`config.mk`:
```
export PLATFORM = sky130hd
export DESIGN_NAME = alu_link_arbiter
export DESIGN_NICKNAME = d
export VERILOG_FILES = /design/src/rtl/alu_link_arbiter.sv
export SDC_FILE = /design/constraint.sdc
export NUM_CORES = 1
export LEC_CHECK = 0
export ABC_AREA = 1
export CAP_MARGIN = 20
export CORE_ASPECT_RATIO = 1.25
export CORE_MARGIN = 1.5
export CORE_UTILIZATION = 56
export DETAILED_ROUTE_END_ITERATION = 7
export GPL_ROUTABILITY_DRIVEN = 1
export PLACE_DENSITY = 0.86
export SLEW_MARGIN = 20
export SYNTH_ARGS = -nofsm -noshare
export SYNTH_HDL_FRONTEND = slang
export SYNTH_SLANG_ARGS = --single-unit
```
`constraint.sdc`:
```
create_clock -name clk -period 8.65 [get_ports clk]
set_clock_uncertainty 0.2 [all_clocks]
set_input_delay 0.865 -clock clk [delete_from_list [all_inputs] [get_ports clk]]
set_output_delay 0.865 -clock clk [all_outputs]
set_load 0.05 [all_outputs]
```
`src/rtl/alu_link_arbiter.sv`:
```
// Round-robin arbiter that shares one serial mtm_Alu link (sin/sout) among N_REQ clients.
// Define ALU_TIMEOUT_EN to give up on a silent ALU after TIMEOUT cycles in WAIT_RSP.
module alu_link_arbiter #(
  parameter int N_REQ   = 2,
  parameter int TIMEOUT = 256
) (
  input  logic                clk,
  input  logic                rst,
  input  logic [N_REQ-1:0]    req,
  input  logic [32*N_REQ-1:0] req_a,
  input  logic [32*N_REQ-1:0] req_b,
  input  logic [3*N_REQ-1:0]  req_op,
  output logic [N_REQ-1:0]    gnt,
  output logic [N_REQ-1:0]    rsp_valid,
  output logic [31:0]         rsp_data,
  output logic [3:0]          rsp_flags,
  output logic                rsp_err,
  output logic [5:0]          rsp_err_flags,
  output logic                sin,
  input  logic                sout
);
  localparam int PW       = (N_REQ > 1) ? $clog2(N_REQ) : 1;
  localparam int PKT_BITS = 99;
  localparam int RSP_BITS = 55;

  typedef enum logic [2:0] {
    IDLE     = 3'd0,
    ARB      = 3'd1,
    SEND     = 3'd2,
    WAIT_RSP = 3'd3,
    RECV     = 3'd4,
    DONE     = 3'd5
  } state_t;

  function automatic logic [3:0] crc4(input logic [67:0] d);
    logic [3:0] c;
    logic       fb;
    c = 4'd0;
    for (int i = 67; i >= 0; i--) begin
      fb = c[3] ^ d[i];
      c  = {c[2:0], 1'b0} ^ (fb ? 4'b0011 : 4'b0000);
    end
    return c;
  endfunction

  function automatic logic [2:0] crc3(input logic [35:0] d);
    logic [2:0] c;
    logic       fb;
    c = 3'd0;
    for (int i = 35; i >= 0; i--) begin
      fb = c[2] ^ d[i];
      c  = {c[1:0], 1'b0} ^ (fb ? 3'b011 : 3'b000);
    end
    return c;
  endfunction

  function automatic logic [10:0] frame(input logic ftype, input logic [7:0] payload);
    return {1'b0, ftype, payload, 1'b1};
  endfunction

  state_t                state_q, state_d;
  logic [PW-1:0]         ptr_q, ptr_d;
  logic [PW-1:0]         owner_q, owner_d;
  logic [PKT_BITS-1:0]   pkt_q, pkt_d;
  logic [RSP_BITS-1:0]   rx_q, rx_d;
  logic [6:0]            bcnt_q, bcnt_d;
  logic                  sin_q, sin_d;
  logic [N_REQ-1:0]      gnt_q, gnt_d;
  logic [N_REQ-1:0]      rsp_valid_q, rsp_valid_d;
  logic [31:0]           rsp_data_q, rsp_data_d;
  logic [3:0]            rsp_flags_q, rsp_flags_d;
  logic                  rsp_err_q, rsp_err_d;
  logic [5:0]            rsp_err_flags_q, rsp_err_flags_d;
`ifdef ALU_TIMEOUT_EN
  localparam int TW = $clog2(TIMEOUT + 1);
  logic [TW-1:0]         to_cnt_q, to_cnt_d;
`endif

  logic                  arb_found;
  logic [PW-1:0]         arb_win;
  logic [PW-1:0]         cand;
  logic [PW-1:0]         next_ptr;
  logic [N_REQ-1:0]      win_oh;
  logic [N_REQ-1:0]      owner_oh;
  logic [31:0]           sel_a;
  logic [31:0]           sel_b;
  logic [2:0]            sel_op;
  logic [PKT_BITS-1:0]   pkt_new;
  logic [RSP_BITS-1:0]   rx_next;
  logic [31:0]           rx_c;
  logic [3:0]            rx_flags;
  logic                  rx_stops_ok;

  // Round-robin search from the pointer, wrapping, plus operand selection for the winner.
  always_comb begin
    arb_found = 1'b0;
    arb_win   = '0;
    cand      = '0;
    for (int i = 0; i < N_REQ; i++) begin
      cand = PW'((int'(ptr_q) + i) % N_REQ);
      if (!arb_found && req[cand]) begin
        arb_found = 1'b1;
        arb_win   = cand;
      end else begin
        arb_found = arb_found;
      end
    end
    sel_a  = 32'd0;
    sel_b  = 32'd0;
    sel_op = 3'd0;
    for (int i = 0; i < N_REQ; i++) begin
      win_oh[i]   = (PW'(i) == arb_win);
      owner_oh[i] = (PW'(i) == owner_q);
      if (PW'(i) == arb_win) begin
        sel_a  = req_a[32*i +: 32];
        sel_b  = req_b[32*i +: 32];
        sel_op = req_op[3*i +: 3];
      end else begin
        sel_a  = sel_a;
      end
    end
  end

  assign next_ptr = (arb_win == PW'(N_REQ - 1)) ? '0 : arb_win + 1'b1;

  assign pkt_new = {frame(1'b0, sel_b[31:24]), frame(1'b0, sel_b[23:16]),
                    frame(1'b0, sel_b[15:8]),  frame(1'b0, sel_b[7:0]),
                    frame(1'b0, sel_a[31:24]), frame(1'b0, sel_a[23:16]),
                    frame(1'b0, sel_a[15:8]),  frame(1'b0, sel_a[7:0]),
                    frame(1'b1, {1'b0, sel_op, crc4({sel_b, sel_a, 1'b1, sel_op})})};

  // rx_next holds the response as it will look once this cycle's sout bit is shifted in.
  assign rx_next     = {rx_q[RSP_BITS-2:0], sout};
  assign rx_c        = {rx_next[52:45], rx_next[41:34], rx_next[30:23], rx_next[19:12]};
  assign rx_flags    = rx_next[7:4];
  assign rx_stops_ok = rx_next[44] & rx_next[33] & rx_next[22] & rx_next[11] & rx_next[0];

  // Next-state and output logic of the transaction FSM.
  always_comb begin
    state_d         = state_q;
    ptr_d           = ptr_q;
    owner_d         = owner_q;
    pkt_d           = pkt_q;
    rx_d            = rx_q;
    bcnt_d          = bcnt_q;
    sin_d           = 1'b1;
    gnt_d           = '0;
    rsp_valid_d     = '0;
    rsp_data_d      = rsp_data_q;
    rsp_flags_d     = rsp_flags_q;
    rsp_err_d       = rsp_err_q;
    rsp_err_flags_d = rsp_err_flags_q;
`ifdef ALU_TIMEOUT_EN
    to_cnt_d        = '0;
`endif
    case (state_q)
      IDLE: begin
        if (|req) state_d = ARB;
        else      state_d = IDLE;
      end
      ARB: begin
        if (arb_found) begin
          gnt_d   = win_oh;
          owner_d = arb_win;
          ptr_d   = next_ptr;
          pkt_d   = pkt_new;
          bcnt_d  = 7'd0;
          state_d = SEND;
        end else begin
          state_d = IDLE;
        end
      end
      SEND: begin
        sin_d  = pkt_q[PKT_BITS-1];
        pkt_d  = {pkt_q[PKT_BITS-2:0], 1'b1};
        bcnt_d = bcnt_q + 7'd1;
        if (bcnt_q == 7'd98) state_d = WAIT_RSP;
        else                 state_d = SEND;
      end
      WAIT_RSP: begin
        if (!sout) begin
          rx_d    = '0;
          bcnt_d  = 7'd1;
          state_d = RECV;
        end
`ifdef ALU_TIMEOUT_EN
        else if (to_cnt_q == TW'(TIMEOUT - 1)) begin
          rsp_valid_d     = owner_oh;
          rsp_data_d      = 32'd0;
          rsp_flags_d     = 4'd0;
          rsp_err_d       = 1'b1;
          rsp_err_flags_d = 6'b111111;
          state_d         = DONE;
        end else begin
          to_cnt_d = to_cnt_q + 1'b1;
        end
`else
        else begin
          state_d = WAIT_RSP;
        end
`endif
      end
      RECV: begin
        rx_d   = rx_next;
        bcnt_d = bcnt_q + 7'd1;
        if (bcnt_q == 7'd10 && rx_next[9]) begin
          // First frame typed as control: this is an ALU error frame.
          rsp_valid_d     = owner_oh;
          rsp_data_d      = 32'd0;
          rsp_flags_d     = 4'd0;
          rsp_err_d       = 1'b1;
          rsp_err_flags_d = rx_next[7:2];
          state_d         = DONE;
        end else if (bcnt_q == 7'd54) begin
          rsp_valid_d     = owner_oh;
          rsp_data_d      = rx_c;
          rsp_flags_d     = rx_flags;
          rsp_err_d       = (crc3({rx_c, rx_flags}) != rx_next[3:1]) | ~rx_stops_ok;
          rsp_err_flags_d = 6'd0;
          state_d         = DONE;
        end else begin
          state_d = RECV;
        end
      end
      DONE: begin
        state_d = IDLE;
      end
      default: begin
        state_d = IDLE;
      end
    endcase
  end

  // State and output registers; reset abandons any packet in progress.
  always_ff @(posedge clk or posedge rst) begin
    if (rst) begin
      state_q         <= IDLE;
      ptr_q           <= '0;
      owner_q         <= '0;
      pkt_q           <= '0;
      rx_q            <= '0;
      bcnt_q          <= 7'd0;
      sin_q           <= 1'b1;
      gnt_q           <= '0;
      rsp_valid_q     <= '0;
      rsp_data_q      <= 32'd0;
      rsp_flags_q     <= 4'd0;
      rsp_err_q       <= 1'b0;
      rsp_err_flags_q <= 6'd0;
`ifdef ALU_TIMEOUT_EN
      to_cnt_q        <= '0;
`endif
    end else begin
      state_q         <= state_d;
      ptr_q           <= ptr_d;
      owner_q         <= owner_d;
      pkt_q           <= pkt_d;
      rx_q            <= rx_d;
      bcnt_q          <= bcnt_d;
      sin_q           <= sin_d;
      gnt_q           <= gnt_d;
      rsp_valid_q     <= rsp_valid_d;
      rsp_data_q      <= rsp_data_d;
      rsp_flags_q     <= rsp_flags_d;
      rsp_err_q       <= rsp_err_d;
      rsp_err_flags_q <= rsp_err_flags_d;
`ifdef ALU_TIMEOUT_EN
      to_cnt_q        <= to_cnt_d;
`endif
    end
  end

  assign gnt           = gnt_q;
  assign rsp_valid     = rsp_valid_q;
  assign rsp_data      = rsp_data_q;
  assign rsp_flags     = rsp_flags_q;
  assign rsp_err       = rsp_err_q;
  assign rsp_err_flags = rsp_err_flags_q;
  assign sin           = sin_q;

endmodule

```
Yosys cells after proc, flatten, opt, wreduce, memory -nomap -nowiden
Cells that the tools add are included.
{ "op_classes": {"n_addsub": 3, "magnitude_cmp": 2, "eq_ne": 10, "mux": 144, "n_bitwise": 211, "n_reduce_logical": 15} }
{ "ops": {"columns": ["cell", "n"], "rows": [
  ["$xor 4x2->4", 66],
  ["$mux 2", 110],
  ["$pmux 99 s2", 1],
  ["$mux 32", 4],
  ["$xor 3x2->3", 36],
  ["$pmux 52 s2", 1],
  ["$mux 99", 1],
  ["$xor 1x1->1", 98],
  ["$mux 52", 1],
  ["$pmux 7 s3", 1],
  ["$mux 1", 16],
  ["$pmux 3 s5", 1],
  ["$mux 7", 2],
  ["$mux 6", 2],
  ["$mux 4", 2],
  ["$reduce_and 2->1", 4],
  ["$add 7x1->7 const B", 1],
  ["$eq 7x4->1 const B", 1],
  ["$eq 7x6->1 const B", 1],
  ["$eq 7x7->1 const B", 1],
  ["$eq 3x2->1 const B", 2],
  ["$mux 3", 2],
  ["$reduce_bool 2->1", 3],
  ["$and 1x1->1", 4],
  ["other kinds (15)", 24]
]} }
{ "totals": {"reg_bits": 211, "inputBits": 139, "output_inout_bits": 48, "word_cells": 398} }

Longest topological paths before layout
Gate-level depths: netlist of run 1.
{ "depth": {"depth_word": 207, "depth_mapped": 78, "mapped_depth_nobuf": 77} }

Worst setup path before layout of run 1
Ideal clock, no wire load.
{ "synth_path": {"path_kind": "input port to flip-flop", "start": "in req[0]", "end": "reg pkt_q[3]", "setup_ns": 0.118, "t_arrival_ns": 5.852, "required_time_ns": 8.332, "setup_slack_ns": 2.481, "path_stages": 74, "path_buffers": 1, "cell_sequence": "nand2_2 > nand2_4 > buf_8 > nand2_2 > nand2_2 > nand2_1 > nand2_1 > nand2_2 > nand3_1 > nand2_1 > inv_1 > nand3_1 > nand2_2 > nand2_1 > nand2_2 > inv_1 > nand2_2 > nand3b_1 > [... 38 more ...] > nand2_2 > inv_2 > nand2_2 > nand2_4 > nand2_2 > inv_1 > nor2_1 > nand2_1 > nand2_1 > nand2_2 > nand2_4 > inv_2 > nand2_1 > nand3_1 > nand2_1 > nand2_1 > nand3_1 > nand2_1"} }
{ "synth_between": {"elab_chain_cells": 121, "elab_cells_between_ends": 215, "classes_between": "1 x eq/ne; 79 x mux; 132 x bitwise; 3 x reduce/logical"} }
{ "synth_rtl": {"columns": ["element", "line_no", "text"], "rows": [
  ["from (decl)", "9", "input logic [N_REQ-1:0] req,"],
  ["$mux 1 (implied by the code) (2 in a row)", "101", "if (!arb_found && req[cand]) begin"],
  ["$mux 1", "101", null],
  ["$logic_not 1->1", "101", null],
  ["$logic_and 1x1->1", "101", null],
  ["$mux 1", "101", null],
  ["$mux 32", "114", "if (PW'(i) == arb_win) begin"],
  ["$mux 2", "41", "c = {c[2:0], 1'b0} ^ (fb ? 4'b0011 : 4'b0000);"],
  ["$xor 3x2->3", "41", null],
  ["[... 101 more ...]", null, null],
  ["$xor 1x1->1", "40", "fb = c[3] ^ d[i];"],
  ["$mux 2", "41", null],
  ["$xor 4x2->4 (3 in a row)", "41", null],
  ["$xor 1x1->1", "40", null],
  ["$mux 2", "41", null],
  ["$xor 4x2->4 (2 in a row)", "41", null],
  ["$mux 99", "162", "if (arb_found) begin"],
  ["$pmux 99 s2", "156", "case (state_q)"],
  ["to (signal assigned)", "257", "pkt_q <= pkt_d;"],
  ["to (decl)", "64", "logic [PKT_BITS-1:0] pkt_q, pkt_d;"]
]} }
Parallel ways exist; a longest one is shown, timed or not. The select of a mux whose other input is x is not followed.
A chain may end at the register's enable or synchronous reset.

Worst setup path in the final report of run 1
{ "layout_path": {"start": "in req[1]", "end": "reg pkt_q[4]"} }
{ "layout_between": {"elab_chain_cells": 120, "elab_cells_between_ends": 212, "classes_between": "1 x eq/ne; 78 x mux; 130 x bitwise; 3 x reduce/logical"} }
{ "layout_rtl": {"columns": ["element", "line_no"], "rows": [
  ["$mux 1 (implied by the code) (2 in a row)", "101"],
  ["$mux 1", "101"],
  ["$logic_not 1->1", "101"],
  ["$logic_and 1x1->1", "101"],
  ["$mux 1", "101"],
  ["$mux 32", "114"],
  ["$xor 1x1->1", "40"],
  ["$mux 2", "41"],
  ["[... 99 more ...]", null],
  ["$mux 2 or $xor 1x1->1 (tied branches)", "41, 40"],
  ["$xor 4x2->4 or $mux 2 (tied branches)", "41"],
  ["$xor 4x2->4 (3 in a row)", "41"],
  ["$xor 1x1->1", "40"],
  ["$mux 2", "41"],
  ["$xor 4x2->4 (3 in a row)", "41"],
  ["$mux 99", "162"],
  ["$pmux 99 s2", "156"]
]} }
Parallel ways exist; a longest one is shown, timed or not. The select of a mux whose other input is x is not followed.

==> flow_metrics.tcl, run 1 <==
set metrics [dict create \
    status "complete, no violations" \
    crit_top_cell "nand2_1" \
    nets 2022 \
    netlist_instances 1724 \
    cts_setup_buffers 0 \
    coreArea_um2 22800 \
    overflow 0 \
    drtAntennaViolNets 0 \
    grt_max_degree 149 \
    synth_cell_types 41 \
    clkLatencyLatePin_ns 0.50 \
    gp_congestion 0.907 \
    finalSetupTns_ns 0 \
    viasPerCell 5.52 \
    fillCellCount 1882 \
    clkTransAtPathRegs_ns 0.06 \
    first_global_vias 12200 \
    max-cap-violations 0 \
    synth_top_family_by_area "simple AND/OR/NAND/NOR gates" \
    clockBufferDepth 3 \
    hold_viol 0 \
    startpoint_type "primary input" \
    required_ns 8.83 \
    seqCellArea_um2 5280 \
    antenna_found_initial 0 \
    grt_first_pass_wirelength_um 53600 \
    fp-row-count 62 \
    crit_slowest_cell "clkdlybuf4s50_1" \
    r2r_slack_ns 1.57 \
    synth_mux_area_share_pct 0.232 \
    drc 0 \
    grt_usage_pct 26.0 \
    critPathKind "in2reg" \
    cts_tree "built" \
    slew_viol_final 0 \
    crit_arrival_ns 7.75 \
    die_h_um 173 \
    cts_made_buffers 21 \
    netlist_area_um2 12900 \
    io_buffer_count 186 \
    detail_route.wl_per_cell_um 14.3 \
    synth_simple_gate_area_share_pct 32.7 \
    synth_fa_ha_area_share_pct 0.194 \
    hold_class "reg2reg" \
    setup_viol 0 \
    pin_count 187 \
    antenna_cells 0 \
    seq_area_frac_synth_pct 40.9 \
    yosys_warnings 0 \
    cts_sinks 211 \
    synth_compound_area_share_pct 13.8 \
    timing.fmax_ghz 0.132 \
    rsz0062_at_grt "no" \
    drt_pass1_iterations 5 \
    yosys.area_share.xor_xnor_pct 3.59 \
    hpwlAfterDp_um 22500 \
    cpPeakStageDelay_ns 0.74 \
    cts_root_buffer "clkbuf_16" \
    syn_to_final_growth_pct 21.4 \
    syn_avg_cell_area_um2 7.50 \
    synthesis.nets 1865 \
    multiInputGateArea_um2 6550 \
    drt-total-wl_um 31100 \
    drive_above_1_share_pct 13.4 \
    drtIter0Drc 671 \
    worst_pin_slew_ns 0.840 \
    initial_core_util_pct 56.7 \
    routed-via-count 12000 \
    htreeDepth 1 \
    cp-end-kind "flop" \
    cp_max_fo 24 \
    synth_seq_cells 211 \
    dieArea_um2 24000 \
    maxSlewHeadroom_pct 43.8 \
    fin_crit_sh_pct 87.5 \
    fin_crit_ns 7.57 \
    die_w_um 139 \
]
layer usage:
layer	GRT usage, %	vias to the layer above	wire (µm)
li1	-	5960	-
met1	29.7	5706	12300
met2	49.6	302	16700
met3	2.24	76	1090
met4	10.3	0	1030
met5	0	-	0
cell usage after synthesis:
master	n	area share (%)
nand2_2	91	4.4
o221ai_1	23	1.6
o32ai_1	1	0.068
a21oi_1	4	0.15
inv_1	197	5.7
or2_1	1	0.048
nor3_1	8	0.31
nor2_1	24	0.70
a32o_1	28	2.2
o21bai_1	2	0.12
o21ai_2	2	0.14
dfrtp_1	210	41
o211ai_1	45	2.6
dfstp_2	1	0.20
or2_2	55	2.7
o22a_1	7	0.47
buf_6	2	0.17
inv_2	27	0.78
nand2_1	489	14
nand3b_1	7	0.41
o22ai_1	55	2.7
xnor2_1	15	1.0
nor2_2	2	0.097
nand4_1	6	0.29
o21ai_0	91	3.5
nand4_2	1	0.097
nand3b_2	1	0.087
mux2i_1	3	0.23
buf_2	4	0.15
xor2_1	38	2.6
or2_0	1	0.048
nand2_4	13	1.1
nand3_1	187	7.2
clkinv_1	2	0.058
clkbuf_1	57	1.7
buf_8	1	0.12
nand3_2	11	0.85
o21ai_1	7	0.27
ha_1	2	0.19
nor4_1	2	0.097
a21o_1	1	0.058
state kept, by name, summed over array words and instances (netlist names):
register	cells
owner_q	1
rsp_err_flags	6
rsp_flags	4
ptr_q	1
rx_q	52
bcnt_q	7
pkt_q	99
state_q	3
rsp_valid	2
gnt	2
rsp_data	32
sin	1
rsp_err	1
repair_timing:
| item | CTS | global route |
|---|---|---|
| hold buffers | 0 | 0 |
| endpoints found under the setup margin | 0 | 1 |
| gates resized for setup | 0 | 1 |
logic make-up after synthesis:
logic type      after synthesis
compound gates              266
xor+xnor                     53
fa+ha+maj                     2
buf+inv                     290
flops                       211
mux                           3
simple gates                899
critical path, delay by kind of cell:
kind | cells | cell delay (ns)
buffers and inverters | 6 | 1.01
AND/OR/NAND/NOR | 60 | 5.80
area by class of cell:
class,instances,area share (%)
well taps,288,2.30
multi-input cells,1223,41.7
clock buffers,24,3.55
inverters,226,5.49
repair buffers,198,12.6
clock inverters,10,0.718
flip-flops and latches,211,33.7
cells in the final DEF (no fill, tap or decap), types with 6 or more instances in the layout:
| cell type | Yosys | layout |
|---|---|---|
| xnor2_1 | 15 | 15 |
| xor2_1 | 38 | 38 |
| buf_4 | 0 | 10 |
| nand2_2 | 91 | 91 |
| nand2_1 | 489 | 489 |
| nand3b_1 | 7 | 7 |
| nand4_1 | 6 | 6 |
| nand3_1 | 187 | 187 |
| o211ai_1 | 45 | 45 |
| inv_2 | 27 | 27 |
| nand3_2 | 11 | 11 |
| o21ai_0 | 91 | 91 |
| dfrtp_1 | 210 | 210 |
| o22a_1 | 7 | 7 |
| o22ai_1 | 55 | 55 |
| o21ai_1 | 7 | 7 |
| o221ai_1 | 23 | 23 |
| inv_1 | 197 | 196 |
| nand2_4 | 13 | 13 |
| a32o_1 | 28 | 28 |
| nor2_1 | 24 | 23 |
| clkdlybuf4s50_1 | 0 | 186 |
| or2_2 | 55 | 55 |
| nor3_1 | 8 | 7 |
| clkbuf_16 | 0 | 21 |
final timing paths:
check,start,to,cells after the start
max,req[1],pkt_q[4],66
min,owner_q,rsp_valid[0],1
max reg2reg,ptr_q,pkt_q[4],62
min reg2reg,owner_q,rsp_valid[0],1
max in group asynchronous,rst,pkt_q[30],3
min in group asynchronous,rst,rsp_data[21],2
metrics by stage:
stage                     utilization, %  area (µm²)  worst slack (ns)  cells  hold WS, ns
after detailed placement            65.8       15000             0.585   2146        0.227
final                               68.8       15700              1.08   2180        0.229
after global placement              65.7       15000             0.883   2145        0.212
after floorplan                        -       12900              1.82   1724        0.203
after global routing                68.8       15700           0.00229   2180        0.259
after CTS                           68.8       15700              1.09   2180        0.235
Power of run 1 is not shown: default switching activity piles up to over one toggle a cycle in this logic, so the estimate is an artifact.
==> inputs of run 2 (changes only) <==
Settings changed: CTS_CLUSTER_SIZE from default to 10.
==> flow_metrics.tcl, run 2 (same netlist as run 1, synthesis figures left out) <==
set metrics [dict create \
    status "complete, no violations" \
    drt-total-wl_um 31200 \
    clkTransAtPathRegs_ns 0.06 \
    hold_viol 0 \
    seqCellArea_um2 5280 \
    cts_tree "built" \
    clockBufferDepth 3 \
    overflow 0 \
    grt_usage_pct 25.9 \
    drtAntennaViolNets 0 \
    crit_slowest_cell "clkdlybuf4s50_1" \
    viasPerCell 5.54 \
    fillCellCount 1881 \
    cp-end-kind "flop" \
    hpwlAfterDp_um 22500 \
    finalSetupTns_ns 0 \
    worst_pin_slew_ns 0.801 \
    syn_to_final_growth_pct 21.4 \
    cts_resized 0 \
    cts_made_buffers 25 \
    coreArea_um2 22800 \
    drive_above_1_share_pct 13.2 \
    crit_top_cell "nand2_1" \
    drc 0 \
    setup_viol 0 \
    max-cap-violations 0 \
    final_common_cell "nand2_1" \
    grt_max_degree 149 \
    largest_reg_flops 99 \
    detail_route.wl_per_cell_um 14.3 \
    dieArea_um2 24000 \
    rr_worst_depth 65 \
    gp_congestion 0.907 \
    cp_max_fo 57 \
    antenna_cells 0 \
    timing.fmax_ghz 0.131 \
    mostFrequentLayoutCells "nand2_1 (489), dfrtp_1 (210), inv_1 (196), nand3_1 (187), clkdlybuf4s50_1 (186)" \
    hold_class "reg2reg" \
    crit_arrival_ns 7.84 \
    pin_count 187 \
    regMostFlops "pkt_q" \
    slew_viol_final 0 \
    maxSlewHeadroom_pct 46.4 \
    routed-via-count 12100 \
    fin_crit_sh_pct 88.4 \
    clkLatencyLatePin_ns 0.51 \
    cts_hold_buf 0 \
    die_w_um 139 \
    required_ns 8.84 \
    drtIter0Drc 670 \
    io_buffer_count 186 \
    cts_sinks 211 \
    multiInputGateArea_um2 6550 \
    grt_first_pass_wirelength_um 53500 \
    antenna_found_initial 0 \
    drt_pass1_iterations 5 \
    nets 2027 \
    first_global_vias 12200 \
    startpoint_type "primary input" \
    rsz0062_at_grt "no" \
    fin_crit_ns 7.65 \
    fp-row-count 62 \
    cts_setup_buffers 0 \
    cts_root_buffer "clkbuf_16" \
    htreeDepth 1 \
    cpPeakStageDelay_ns 0.63 \
    whs_path_depth 1 \
    critPathKind "in2reg" \
    initial_core_util_pct 56.7 \
    die_h_um 173 \
]
==> run 2: cell count changes in the layout (fill, tap and decap cells not counted), sizes merged <==
cell      change
clkinvlp      -2
bufinv        -2
buf           +1
clkinv        -3
clkbuf        +4
==> run 2: area by class of cell <==
class	instances	share of cell area [%]
Inverter	226	5.45
Clock inverter	3	0.120
Multi-Input combinational cell	1223	41.7
Tap cell	288	2.30
Clock buffer	28	4.06
Sequential cell	211	33.6
Timing Repair Buffer	199	12.7
==> run 2: layer usage <==
layer	wire, µm	global-route usage (%)	up-vias
met4	1190	9.85	0
li1	-	-	5969
met2	16600	49.9	333
met1	12200	29.4	5680
met5	0	0	-
met3	1260	2.30	85
==> run 2: worst max-delay path, delay by kind of cell <==
kind	cells	cell delay [ns]
AND/OR/NAND/NOR	54	5.23
buffers and inverters	9	1.53
AO/OA/AOI/OAI	1	0.16
==> run 2: worst paths after layout <==
path	startpoint	slack, ns	end
min in group asynchronous	rst	0.58	rsp_data[21]
hold reg to reg	owner_q	0.23	rsp_valid[0]
max in group asynchronous	rst	6.03	pkt_q[30]
hold / removal	owner_q	0.23	rsp_valid[0]
setup / recovery	req[1]	1.00	pkt_q[4]
setup reg to reg	ptr_q	1.48	pkt_q[4]
==> run 2: per-stage QoR <==
| step | worst slack (ns) | util, % | cell area [µm²] | std cells | hold slack [ns] |
|---|---|---|---|---|---|
| after global placement | 0.883 | 65.7 | 15000 | 2145 | 0.212 |
| after CTS | 1.10 | 68.7 | 15700 | 2177 | 0.235 |
| after floorplan | 1.82 | - | 12900 | 1724 | 0.203 |
| after global routing | 0.0134 | 68.8 | 15700 | 2178 | 0.259 |
| after detailed placement | 0.585 | 65.8 | 15000 | 2146 | 0.227 |
| final | 1.00 | 68.8 | 15700 | 2178 | 0.229 |
Power of run 2 is left out for the same reason.
==> inputs of run 3 (changes only) <==
Settings changed: CORE_ASPECT_RATIO 1.25 to 0.75.
==> flow_metrics.tcl, run 3 (same netlist as run 1, synthesis figures left out) <==
set metrics [dict create \
    status "complete, no violations" \
    io_buffer_count 186 \
    pin_count 187 \
    cp-end-kind "flop" \
    grt_first_pass_wirelength_um 54100 \
    die_w_um 178 \
    detail_route.wl_per_cell_um 15.0 \
    nets 2024 \
    cp_max_fo 25 \
    crit_slowest_cell "clkdlybuf4s50_1" \
    finalSetupTns_ns 0 \
    routed-via-count 12100 \
    first_global_vias 11400 \
    coreArea_um2 22300 \
    antenna_found_initial 0 \
    overflow 0 \
    r2r-end "pkt_q[3]" \
    rsz0062_at_grt "no" \
    setup_viol 0 \
    timing.fmax_ghz 0.130 \
    htreeDepth 1 \
    met3_usage_pct 3.24 \
    clockBufferDepth 3 \
    startpoint_type "primary input" \
    grt_max_degree 140 \
    drc 0 \
    drt-total-wl_um 32700 \
    viasPerCell 5.56 \
    grtUsageMet2_pct 41.9 \
    cts_tree "built" \
    hold_viol 0 \
    syn_to_final_growth_pct 21.5 \
    cts_made_buffers 25 \
    grtUsageMet1_pct 41.6 \
    min_to "rsp_valid[0]" \
    grt-busiest-layer "met2" \
    clkTransAtPathRegs_ns 0.06 \
    r2r_slack_ns 1.37 \
    antenna_cells 0 \
    rr_startpoint "ptr_q" \
    drive_above_1_share_pct 13.1 \
    hold_class "reg2reg" \
    maxSlewHeadroom_pct 32.4 \
    crit_top_cell "nand2_1" \
    cts_setup_buffers 0 \
    required_ns 8.85 \
    cpPeakStageDelay_ns 0.49 \
    whs_path_depth 1 \
    drtAntennaViolNets 0 \
    fin_crit_ns 7.70 \
    die_h_um 135 \
    initial_core_util_pct 57.8 \
    cts_sinks 211 \
    gp_congestion 0.902 \
    drt_pass1_iterations 6 \
    grt_usage_pct 27.4 \
    critPathKind "in2reg" \
    max-cap-violations 0 \
    worst_pin_slew_ns 1.01 \
    largest_reg_flops 99 \
    fin_crit_sh_pct 89.0 \
    cts_resized 0 \
    crit_arrival_ns 7.90 \
    hpwlAfterDp_um 23000 \
    regMostFlops "pkt_q" \
    slew_viol_final 0 \
    fp-row-count 47 \
    hold_start "owner_q" \
    cts_hold_buf 0 \
    clkLatencyLatePin_ns 0.51 \
    cts_root_buffer "clkbuf_16" \
    rr_worst_depth 67 \
    final_common_cell "nand2_1" \
    mostFrequentLayoutCells "nand2_1 (489), dfrtp_1 (210), inv_1 (196), nand3_1 (187), clkdlybuf4s50_1 (185)" \
    drtIter0Drc 1079 \
    dieArea_um2 24000 \
]
==> run 3: cell count changes in the layout (fill, tap and decap cells not counted), sizes merged <==
cell,previous run,this run
clkbuf,28,33
buf,13,10
clkinv,4,2
bufinv,0,1
clkdlybuf4s50,186,185
dlymetal6s2s,0,1
inv,225,226
==> run 3: stage by stage <==
step                      cells  hold slack, ns  area [µm²]  util [%]  setup slack, ns
final                      2186           0.219       15700      70.3            0.952
after global routing       2186           0.236       15700      70.3           0.0362
after CTS                  2185           0.219       15700      70.2            0.996
after detailed placement   2149           0.210       15000      67.0            0.500
after global placement     2149           0.211       15000      67.0            0.881
after floorplan            1724           0.203       12900         -             1.82
==> run 3: critical path, delay by kind of cell <==
family          cells  cell delay (ns)
simple gates       55             5.59
buf+inv            11             1.16
compound gates      1             0.24
==> run 3: cell type report <==
type	count	area, µm²
well taps	294	368
clock buffers	33	666
multi-input cells	1223	6550
flip-flops and latches	211	5280
fillers	1762	6640
clock inverters	3	43.8
inverters	226	858
repair buffers	196	1950
==> run 3: per-layer routing <==
layer	up-vias	wire, µm
li1	5968	-
met1	5695	15700
met2	431	14300
met3	50	2160
met4	0	600
met5	-	0
==> run 3: how the worst max path moves through the flow <==
stage / slack, ns / from / cells after the start / endpoint
global route: 0.04 / req[0] / 69 / pkt_q[1]
CTS: 1.0 / req[1] / 67 / pkt_q[1]
detailed placement: 0.50 / req[1] / 60 / pkt_q[1]
floorplan: 1.82 / rst / 1 / bcnt_q[0]
finish: 0.95 / req[0] / 67 / pkt_q[3]
global placement: 0.88 / req[1] / 68 / pkt_q[2]
Power of run 3 is left out for the same reason.
